$ cat src/rtl/mem_port_arbiter.sv
// Sequencer/arbiter for the single shared memory port: round-robin between fetch and
// data requests, holds the access for a fixed latency, captures read data, pulses done.
module mem_port_arbiter #(
  parameter int ADDR_W = 32,
  parameter int DATA_W = 32,
  parameter int RD_LAT = 2
) (
  input  logic              Clk,
  input  logic              Reset_signal,
  input  logic              If_req,
  input  logic [ADDR_W-1:0] If_addr,
  input  logic              D_req,
  input  logic              D_wr,
  input  logic [ADDR_W-1:0] D_addr,
  input  logic [DATA_W-1:0] D_wdata,
  output logic [ADDR_W-1:0] Mem_addr,
  output logic              Mem_wr,
  output logic [DATA_W-1:0] Mem_wdata,
  input  logic [DATA_W-1:0] Mem_rdata,
  output logic [DATA_W-1:0] Rdata,
  output logic              If_done,
  output logic              D_done,
  output logic              Busy,
  output logic [1:0]        StateOut
);

  localparam int CNT_W = $clog2(RD_LAT + 2);

  typedef enum logic [1:0] {
    IDLE     = 2'd0,
    ACCESS   = 2'd1,
    COMPLETE = 2'd2
  } state_e;

  state_e              state_q, state_d;
  logic                grant_q, grant_d;          // 1 = data, 0 = fetch
  logic                last_grant_q, last_grant_d;
  logic [CNT_W-1:0]    cnt_q, cnt_d;
  logic [ADDR_W-1:0]   addr_q, addr_d;
  logic                wr_q, wr_d;
  logic [DATA_W-1:0]   wdata_q, wdata_d;
  logic [DATA_W-1:0]   rdata_q, rdata_d;

  logic pick_data;
  logic cnt_hit;

  // On a tie, serve whichever requester did not win last time.
  assign pick_data = D_req && (!If_req || !last_grant_q);
  assign cnt_hit   = (cnt_q == CNT_W'(RD_LAT));

  always_ff @(posedge Clk) begin
    if (Reset_signal) begin
      state_q      <= IDLE;
      grant_q      <= 1'b0;
      last_grant_q <= 1'b1;
      cnt_q        <= '0;
      addr_q       <= '0;
      wr_q         <= 1'b0;
      wdata_q      <= '0;
      rdata_q      <= '0;
    end else begin
      state_q      <= state_d;
      grant_q      <= grant_d;
      last_grant_q <= last_grant_d;
      cnt_q        <= cnt_d;
      addr_q       <= addr_d;
      wr_q         <= wr_d;
      wdata_q      <= wdata_d;
      rdata_q      <= rdata_d;
    end
  end

  always_comb begin
    state_d      = state_q;
    grant_d      = grant_q;
    last_grant_d = last_grant_q;
    cnt_d        = cnt_q;
    addr_d       = addr_q;
    wr_d         = wr_q;
    wdata_d      = wdata_q;
    rdata_d      = rdata_q;
    case (state_q)
      IDLE: begin
        if (If_req || D_req) begin
          grant_d      = pick_data;
          last_grant_d = pick_data;
          cnt_d        = '0;
          state_d      = ACCESS;
          if (pick_data) begin
            addr_d  = D_addr;
            wr_d    = D_wr;
            wdata_d = D_wdata;
          end else begin
            addr_d  = If_addr;
            wr_d    = 1'b0;
          end
        end
      end
      ACCESS: begin
        cnt_d = cnt_q + CNT_W'(1);
        if (cnt_hit) begin
          if (!wr_q) rdata_d = Mem_rdata;
          state_d = COMPLETE;
        end
      end
      COMPLETE: state_d = IDLE;
      default:  state_d = IDLE;
    endcase
  end

  always_comb begin
    Mem_wr   = (state_q == ACCESS) && wr_q;
    If_done  = (state_q == COMPLETE) && !grant_q;
    D_done   = (state_q == COMPLETE) && grant_q;
    Busy     = (state_q == ACCESS) || (state_q == COMPLETE);
    StateOut = state_q;
  end

  assign Mem_addr  = addr_q;
  assign Mem_wdata = wdata_q;
  assign Rdata     = rdata_q;

endmodule
$ cat config.mk
export PLATFORM = sky130hd
export DESIGN_NAME = mem_port_arbiter
export DESIGN_NICKNAME = d
export VERILOG_FILES = /design/src/rtl/mem_port_arbiter.sv
export SDC_FILE = /design/constraint.sdc
export NUM_CORES = 1
export LEC_CHECK = 0
export CORE_ASPECT_RATIO = 0.5
export CORE_MARGIN = 3
export CORE_UTILIZATION = 38
export DETAILED_ROUTE_END_ITERATION = 16
export MAX_ROUTING_LAYER = met4
export PLACE_DENSITY = 0.8
export SLEW_MARGIN = 20
export SYNTH_ARGS = -nofsm -noshare
export SYNTH_HDL_FRONTEND = slang
export SYNTH_SLANG_ARGS = --single-unit
$ cat constraint.sdc
create_clock -name Clk -period 1.8 [get_ports Clk]
set_input_delay 0.36 -clock Clk [delete_from_list [all_inputs] [get_ports Clk]]
set_output_delay 0.36 -clock Clk [all_outputs]
set_load 0.02 [all_outputs]
* Yosys cells after proc, flatten, opt, wreduce, memory -nomap -nowiden
Index checks and enable logic that the tools add are counted.
Cells by class: bitwise operators 1, $add $sub $neg 1, equal/unequal tests 5, multiplexer cells 7, reduce and logical (&&, ||, !) cells 17
Operators by type and width (count):
- $mux W32 | 1
- $pmux W2 S2 | 2
- $mux W2 | 3
- $reduce_and A2 Y1 | 3
- $reduce_and A3 Y1 | 2
- $eq A2 B2 Y1 const B | 2
- $logic_and A1 B1 Y1 | 4
- $ne A2 B2 Y1 const B | 2
- $logic_not A1 Y1 | 3
- $logic_or A1 B1 Y1 | 3
- $add A2 B1 Y2 const B | 1
- $eq A2 B1 Y1 const B | 1
- $logic_not A2 Y1 | 1
- $reduce_bool A2 Y1 | 1
- $mux W1 | 1
- $not A1 Y1 | 1
Word-level totals: word-level logic and storage cells 39, output and inout bits 102, bits of input ports 133, flip-flop bits (word level) 103

* Longest topological paths before layout
Gate-level depths: netlist of the first run.
word-level depth 4, mapped depth 7, depth with buffers taken out 5

* Worst setup path after synthesis of the first run
Ideal clock, no wire load.
path kind reg-to-reg, from register state_q[0] (netlist: StateOut[0]), to register addr_q[11] (netlist: Mem_addr[11]), setup time 0.086 ns, path buffers 2, data arrival time 1.551 ns, slack 0.163 ns, period minus slack after synthesis 1.637 ns, stages on the path, launching flop included 8, data required time 1.714 ns, cells stage by stage dfxtp_1 -> inv_1 -> ha_1 -> buf_2 -> o21ai_2 -> buf_2 -> a21oi_1 -> a211oi_1
On the way: cells in the longest elaborated chain, start to end 2
Ends and longest elaborated chain:
- start: declaration | RTL line 35 | state_e state_q, state_d;
- start signal: assignment | RTL line 62 | state_q <= state_d;
- $logic_not A2 Y1 | RTL line 82 | case (state_q)
- $reduce_and A2 Y1 (no line)
- end signal: assignment | RTL line 66 | addr_q <= addr_d;
- end: declaration | RTL line 39 | logic [ADDR_W-1:0] addr_q, addr_d;
Every way passes these cells. A chain may end at the register's enable or synchronous reset.

* Worst setup path after layout of the first run
from register state_q[1] (netlist: StateOut[1]), to output Busy
On the way: cells in the longest elaborated chain, start to end 2, elaborated cells on any way between the ends 3, classes of those cells eq/ne (2); reduce/logical (1)
Ends and longest elaborated chain:
- $eq A2 B1 Y1 / $eq A2 B2 Y1 (equally long branches) | RTL line 115 | Busy = (state_q == ACCESS) || (state_q == COMPLETE);
- $logic_or A1 B1 Y1 (*) | RTL line 115
- end: declaration | RTL line 23 | output logic Busy,
Mark *: on every way between the ends. The rest lies on a longest branch, timed or not.

==> impl_metrics.yaml, run 1 <==
run_status:
  outcome: "complete, no violations"
clock_tree:
  clockBufferDepth: 2
  cts_buffers: 9
  cts-root-buf: "clkbuf_16"
  cts_resized: 11
  clock_latency_ns: 0.34
  clock-sinks: 103
  hold_buffers: 0
  cts_tree: "done"
  clkSlewWorstSetupHoldPaths_ns: 0.07
  postCtsSetupBuffers: 0
  cts_max_level: 3
die:
  num_rows: 26
  die_h_um: 79.7
  pin_count: 235
  coreArea_um2: 10400
  chipWidth_um: 153
  start_util: 0.397
  die-area_um2: 12200
logic_synthesis:
  synth.distinct_cells: 28
  synth_common_cells: "103 x dfxtp_1, 102 x a21oi_1, 99 x nand2_1"
  syn-cell-area_um2: 4120
  yosys.area.top_type: "dfxtp_1"
  ys_warn_count: 0
  yosysSeqAreaShare: 0.500
  async_flop_share: 0
  synth_edf_count: 0
  ys_ff_latch: 103
  syn_area_per_cell_um2: 8.10
  syn-instance-count: 509
  synth_most_common_cell: "dfxtp_1"
  synth.net_count: 647
  synth_top_area_share: 0.500
  synthFlopType: "dfxtp_1"
  synthTopCellsByArea: "dfxtp_1 50%, a21oi_1 12%, nand2_1 9.0%"
pwr:
  sw_frac_of_total: 0.283
  seqPwrFrac: 0.401
  pwr-share-comb: 0.272
  p_sw_w: 0.00180
  power_density_nw_per_um2: 910
  p_leak_nw: 2.55
  peakVddDrop_v: 0.000499
  power_w: 0.00637
  internal_power_w: 0.00457
  p_clk_frac: 0.327
final_layout:
  finalNetCount: 866
  drive_gt1_frac: 0.0724
  stdcell_count: 872
  antenna_cells: 0
  areaGrowthSynthToFinish_pct: 69.7
sta:
  tightest_slew_ns: 0.542
  whs_ns: 0.454
  finalSetupViolations: 0
  rsz0062_at_grt: "true"
  fin_crit_ns: 1.72
  tns_ns: 0
  skew_ns: 0.00423
  finalHoldViolations: 0
  maxSlewViolCount: 0
  fmax_mhz: 580
  relSlewSlack: 0.638
  period_share: 0.958
placed_design:
  dp_hpwl_um: 9960
  io_buffers: 234
  globalplace.congestion: 0.794
  place_inst: 857
global_routing:
  grt_use_total: 0.227
  grt_pass1_vias: 4202
  grt_max_degree: 43
  grt_remaining_overflow: 0
  grt_pass1_wl_um: 21800
  antenna_found_initial: 0
drt:
  drt_iter0_markers: 321
  via_per_inst: 5.01
  num_vias: 4368
  ant_nets: 0
  detail_route.first_pass.iterations: 5
  drc: 0
  wl_per_cell_um: 16.0
  wl_um: 13900
setup_path:
  worst-setup-path-type: "flip-flop to output pin"
  crit_arrival_ns: 1.36
  critPathCaptureType: "output pin"
  path_max_fanout: 4
  cp_data_required_time_ns: 1.44
  start_kind: "flip-flop"
worst_hold_path:
  hold_class: "flip-flop to flip-flop"
job:
  maxCapViolCount: 0
-- cell families (layout without fill, tap and decap cells) --
kind of cell / Yosys count / in the layout / synth area share
and+or+nand+nor: 178 / 178 / 0.180
DFF: 103 / 103 / 0.500
buffers and inverters: 49 / 272 / 0.0558
adders and majority gates: 5 / 5 / 0.0152
AOI/OAI and AO/OA: 174 / 174 / 0.249
-- final cells by class --
type,instances,area [um2]
well taps,140,175
flip-flops and latches,103,2060
clock buffers,11,243
repair buffers,253,2590
fillers,849,3380
inverters,4,15.0
clock inverters,4,70.1
multi-input cells,357,1840
-- power groups by stage --
stage          Sequential [W]  Combinational (W)  Clock, W
3_3_place_gp          0.00260            0.00172         0
2_1_floorplan         0.00281           0.000636         0
3_5_place_dp          0.00261            0.00174         0
5_1_grt               0.00258            0.00187   0.00219
6_report              0.00256            0.00173   0.00208
4_1_cts               0.00256            0.00174   0.00212
-- routing by layer --
| metal | up-vias | part of all wire | track usage |
|---|---|---|---|
| met5 | - | 0 | - |
| met1 | 2052 | 0.42 | 0.272 |
| met4 | 0 | 0.015 | 0.0684 |
| li1 | 2180 | - | - |
| met2 | 120 | 0.52 | 0.388 |
| met3 | 16 | 0.043 | 0.0498 |
-- cell usage in the layout (no fill, tap or decap), types with 2 or more instances in the layout --
cell,count
clkinv_2,2
buf_12,10
o21ai_0,34
and2_1,2
dfxtp_1,101
inv_1,4
a21oi_1,102
clkdlybuf4s50_1,229
buf_4,10
bufinv_16,2
dfxtp_2,2
a211oi_1,22
clkbuf_16,9
a211oi_2,10
ha_1,5
nand3_1,34
nand2_1,99
nand3b_1,2
buf_2,2
nor2_1,35
-- state kept, by name (all words and copies together) (netlist names) --
| register | cells |
|---|---|
| wr_q | 1 |
| last_grant_q | 1 |
| Mem_addr | 32 |
| Mem_wdata | 32 |
| cnt_q | 2 |
| Rdata | 32 |
| grant_q | 1 |
| StateOut | 2 |
-- through the flow --
| step | instance area, um2 | utilization | setup slack (ns) |
|---|---|---|---|
| floorplan | 4120 | - | 0.163 |
| global placement | 6700 | 0.645 | -0.0123 |
| detailed placement | 6700 | 0.645 | -0.0844 |
| CTS | 7010 | 0.676 | 0.00916 |
| global route | 7000 | 0.674 | -0.0177 |
| finish | 7000 | 0.674 | 0.0756 |
-- critical path, stage by stage, from the launching register on --
cell	delay (ns)
dfxtp_2	0.35
inv_1	0.08
ha_1	0.27
clkdlybuf4s15_1	0.31
-- worst paths after layout --
check                                start                          to  slack (ns)  cells after the start
setup reg to reg  StateOut[0]$_SDFFE_PP0P_  Mem_wdata[17]$_SDFFE_PP0P_        0.13                      7
setup / recovery  StateOut[1]$_SDFFE_PP0P_                        Busy        0.08                      3
hold reg to reg     Rdata[23]$_SDFFE_PP0P_      Rdata[23]$_SDFFE_PP0P_        0.45                      2
hold / removal      Rdata[23]$_SDFFE_PP0P_      Rdata[23]$_SDFFE_PP0P_        0.45                      2
Power figures use the tool's default switching activity.
==> run 2: changes to the inputs <==
--- a/config.mk
+++ b/config.mk
@@ -5,7 +5,6 @@
 export SDC_FILE = /design/constraint.sdc
 export NUM_CORES = 1
 export LEC_CHECK = 0
-export CORE_ASPECT_RATIO = 0.5
 export CORE_MARGIN = 3
 export CORE_UTILIZATION = 38
 export DETAILED_ROUTE_END_ITERATION = 16
==> impl_metrics.yaml, run 2 (synthesis results as in run 1) <==
final_layout:
  finalNetCount: 868
  areaGrowthSynthToFinish_pct: 65.7
  n_fill_cell: 886
  multi_input_area_um2: 1840
  final_area_um2: 6830
  drive_gt1_frac: 0.0748
  mostFrequentLayoutCells: "228 x clkdlybuf4s50_1, 102 x dfxtp_1, 102 x a21oi_1"
  final_common_cell: "clkdlybuf4s50_1"
  seq_area_um2: 2060
  antenna_cells: 0
global_routing:
  grt_remaining_overflow: 0
  antenna_found_initial: 0
  grt_max_degree: 48
  grt_pass1_vias: 4389
  grt_use_total: 0.229
  grt_pass1_wl_um: 21300
sta:
  fmax_mhz: 576
  relSlewSlack: 0.690
  period_share: 0.965
  layout_setup_ws_ns: 0.0631
  tightest_slew_ns: 0.465
  maxSlewViolCount: 0
  finalSetupViolations: 0
  rsz0062_at_grt: "false"
  fin_crit_ns: 1.74
  finalHoldViolations: 0
  whs_ns: 0.320
  skew_ns: 0.0122
setup_path:
  critPathMaxStageDelay_ns: 0.38
  start_kind: "flip-flop"
  crit_path_cell_trace: "inv_1 > ha_1 > clkdlybuf4s15_2"
  slowest_stage: "dfxtp_2"
  reg2reg_from: "StateOut[0]$_SDFFE_PP0P_"
  r2r-end: "Mem_addr[2]$_SDFFE_PP0P_"
  r2r_slack_ns: 0.24
  r2r_cells: 7
  cp_data_required_time_ns: 1.44
  worst-setup-path-type: "flip-flop to output pin"
  critPathCaptureType: "output pin"
  path_max_fanout: 4
  crit_arrival_ns: 1.38
die:
  die-area_um2: 12100
  start_util: 0.396
  die_h_um: 110
  num_rows: 37
  chipWidth_um: 110
  coreArea_um2: 10400
  pin_count: 235
drt:
  wl_um: 14100
  wl_met1_um: 5420
  drt_iter0_markers: 295
  ant_nets: 0
  via_per_inst: 5.12
  drc: 0
  wl_per_cell_um: 16.2
  routed.top_layer: "met4"
  detail_route.first_pass.iterations: 4
  wl_met2_um: 7170
  wl_met3_um: 1320
  num_vias: 4463
clock_tree:
  hold_buffers: 0
  clock_latency_ns: 0.35
  cts_resized: 15
  cts-root-buf: "clkbuf_8"
  clock-sinks: 103
  cts_buffers: 9
  clkSlewWorstSetupHoldPaths_ns: 0.11
  cts_max_level: 3
  cts_tree: "done"
  clockBufferDepth: 2
  postCtsSetupBuffers: 0
placed_design:
  io_buffers: 234
  dp_slack_ns: -0.0772
  dp_hpwl_um: 10600
  globalplace.congestion: 0.791
  placed_cell_area_um2: 6670
run_status:
  outcome: "complete, no violations"
pwr:
  p_leak_nw: 2.49
  power_w: 0.00562
  peakVddDrop_v: 0.000512
  power_density_nw_per_um2: 822
worst_hold_path:
  hold_class: "input pin to flip-flop"
  hold_path_end: "Mem_addr[17]$_SDFFE_PP0P_"
  min-delay-start: "Reset_signal"
  hold_depth: 2
job:
  maxCapViolCount: 0
==> run 2: changes by cell type in the layout (fill, tap and decap cells not counted), sizes merged <==
cell and change:
buf +3, bufinv -2, clkdlybuf4s50 -1, clkinv +2, dlygate4sd2 +1
==> run 2: worst max-delay path by stage <==
stage | from | to | slack (ns)
after floorplan | StateOut[0]$_SDFFE_PP0P_ | Mem_addr[11]$_SDFFE_PP0P_ | 0.16
after detailed placement | D_req | Mem_addr[9]$_SDFFE_PP0P_ | -0.08
after global placement | If_req | StateOut[0]$_SDFFE_PP0P_ | -0.03
after global routing | StateOut[1]$_SDFFE_PP0P_ | Busy | 0.0002
final | StateOut[1]$_SDFFE_PP0P_ | Busy | 0.06
after CTS | StateOut[0]$_SDFFE_PP0P_ | D_done | 0.008
==> run 2: power breakdown <==
group	internal (W)	leakage [nW]	switching (W)
logic	0.000857	1.56	0.000881
clock network	0.000549	0.0905	0.000775
registers	0.00246	0.843	0.0000951
==> run 2: area by class of cell <==
cell class              count  area share
clock buffers              12      0.0212
clock inverters             4     0.00458
repair buffers            255       0.376
multi-input cells         357       0.269
flip-flops and latches    103       0.302
inverters                   4     0.00220
well taps                 136      0.0249
==> run 2: critical path: cells and delay by family (launching register included) <==
| family | cells | cell delay (ns) |
|---|---|---|
| buf+inv | 2 | 0.37 |
| flops | 1 | 0.38 |
| fa+ha+maj | 1 | 0.29 |
==> run 2: metal layers <==
| metal | track usage | up-vias |
|---|---|---|
| met4 | 0.0616 | 0 |
| met1 | 0.250 | 2072 |
| met2 | 0.411 | 185 |
| met5 | - | - |
| li1 | - | 2183 |
| met3 | 0.0635 | 23 |
==> run 2: stage by stage <==
stage / utilization / TNS (ns) / instances
finish: 0.656 / 0 / 871
global placement: 0.640 / -0.0279 / 855
global route: 0.656 / 0 / 871
CTS: 0.657 / 0 / 871
floorplan: - / 0 / 509
detailed placement: 0.640 / -1.59 / 855
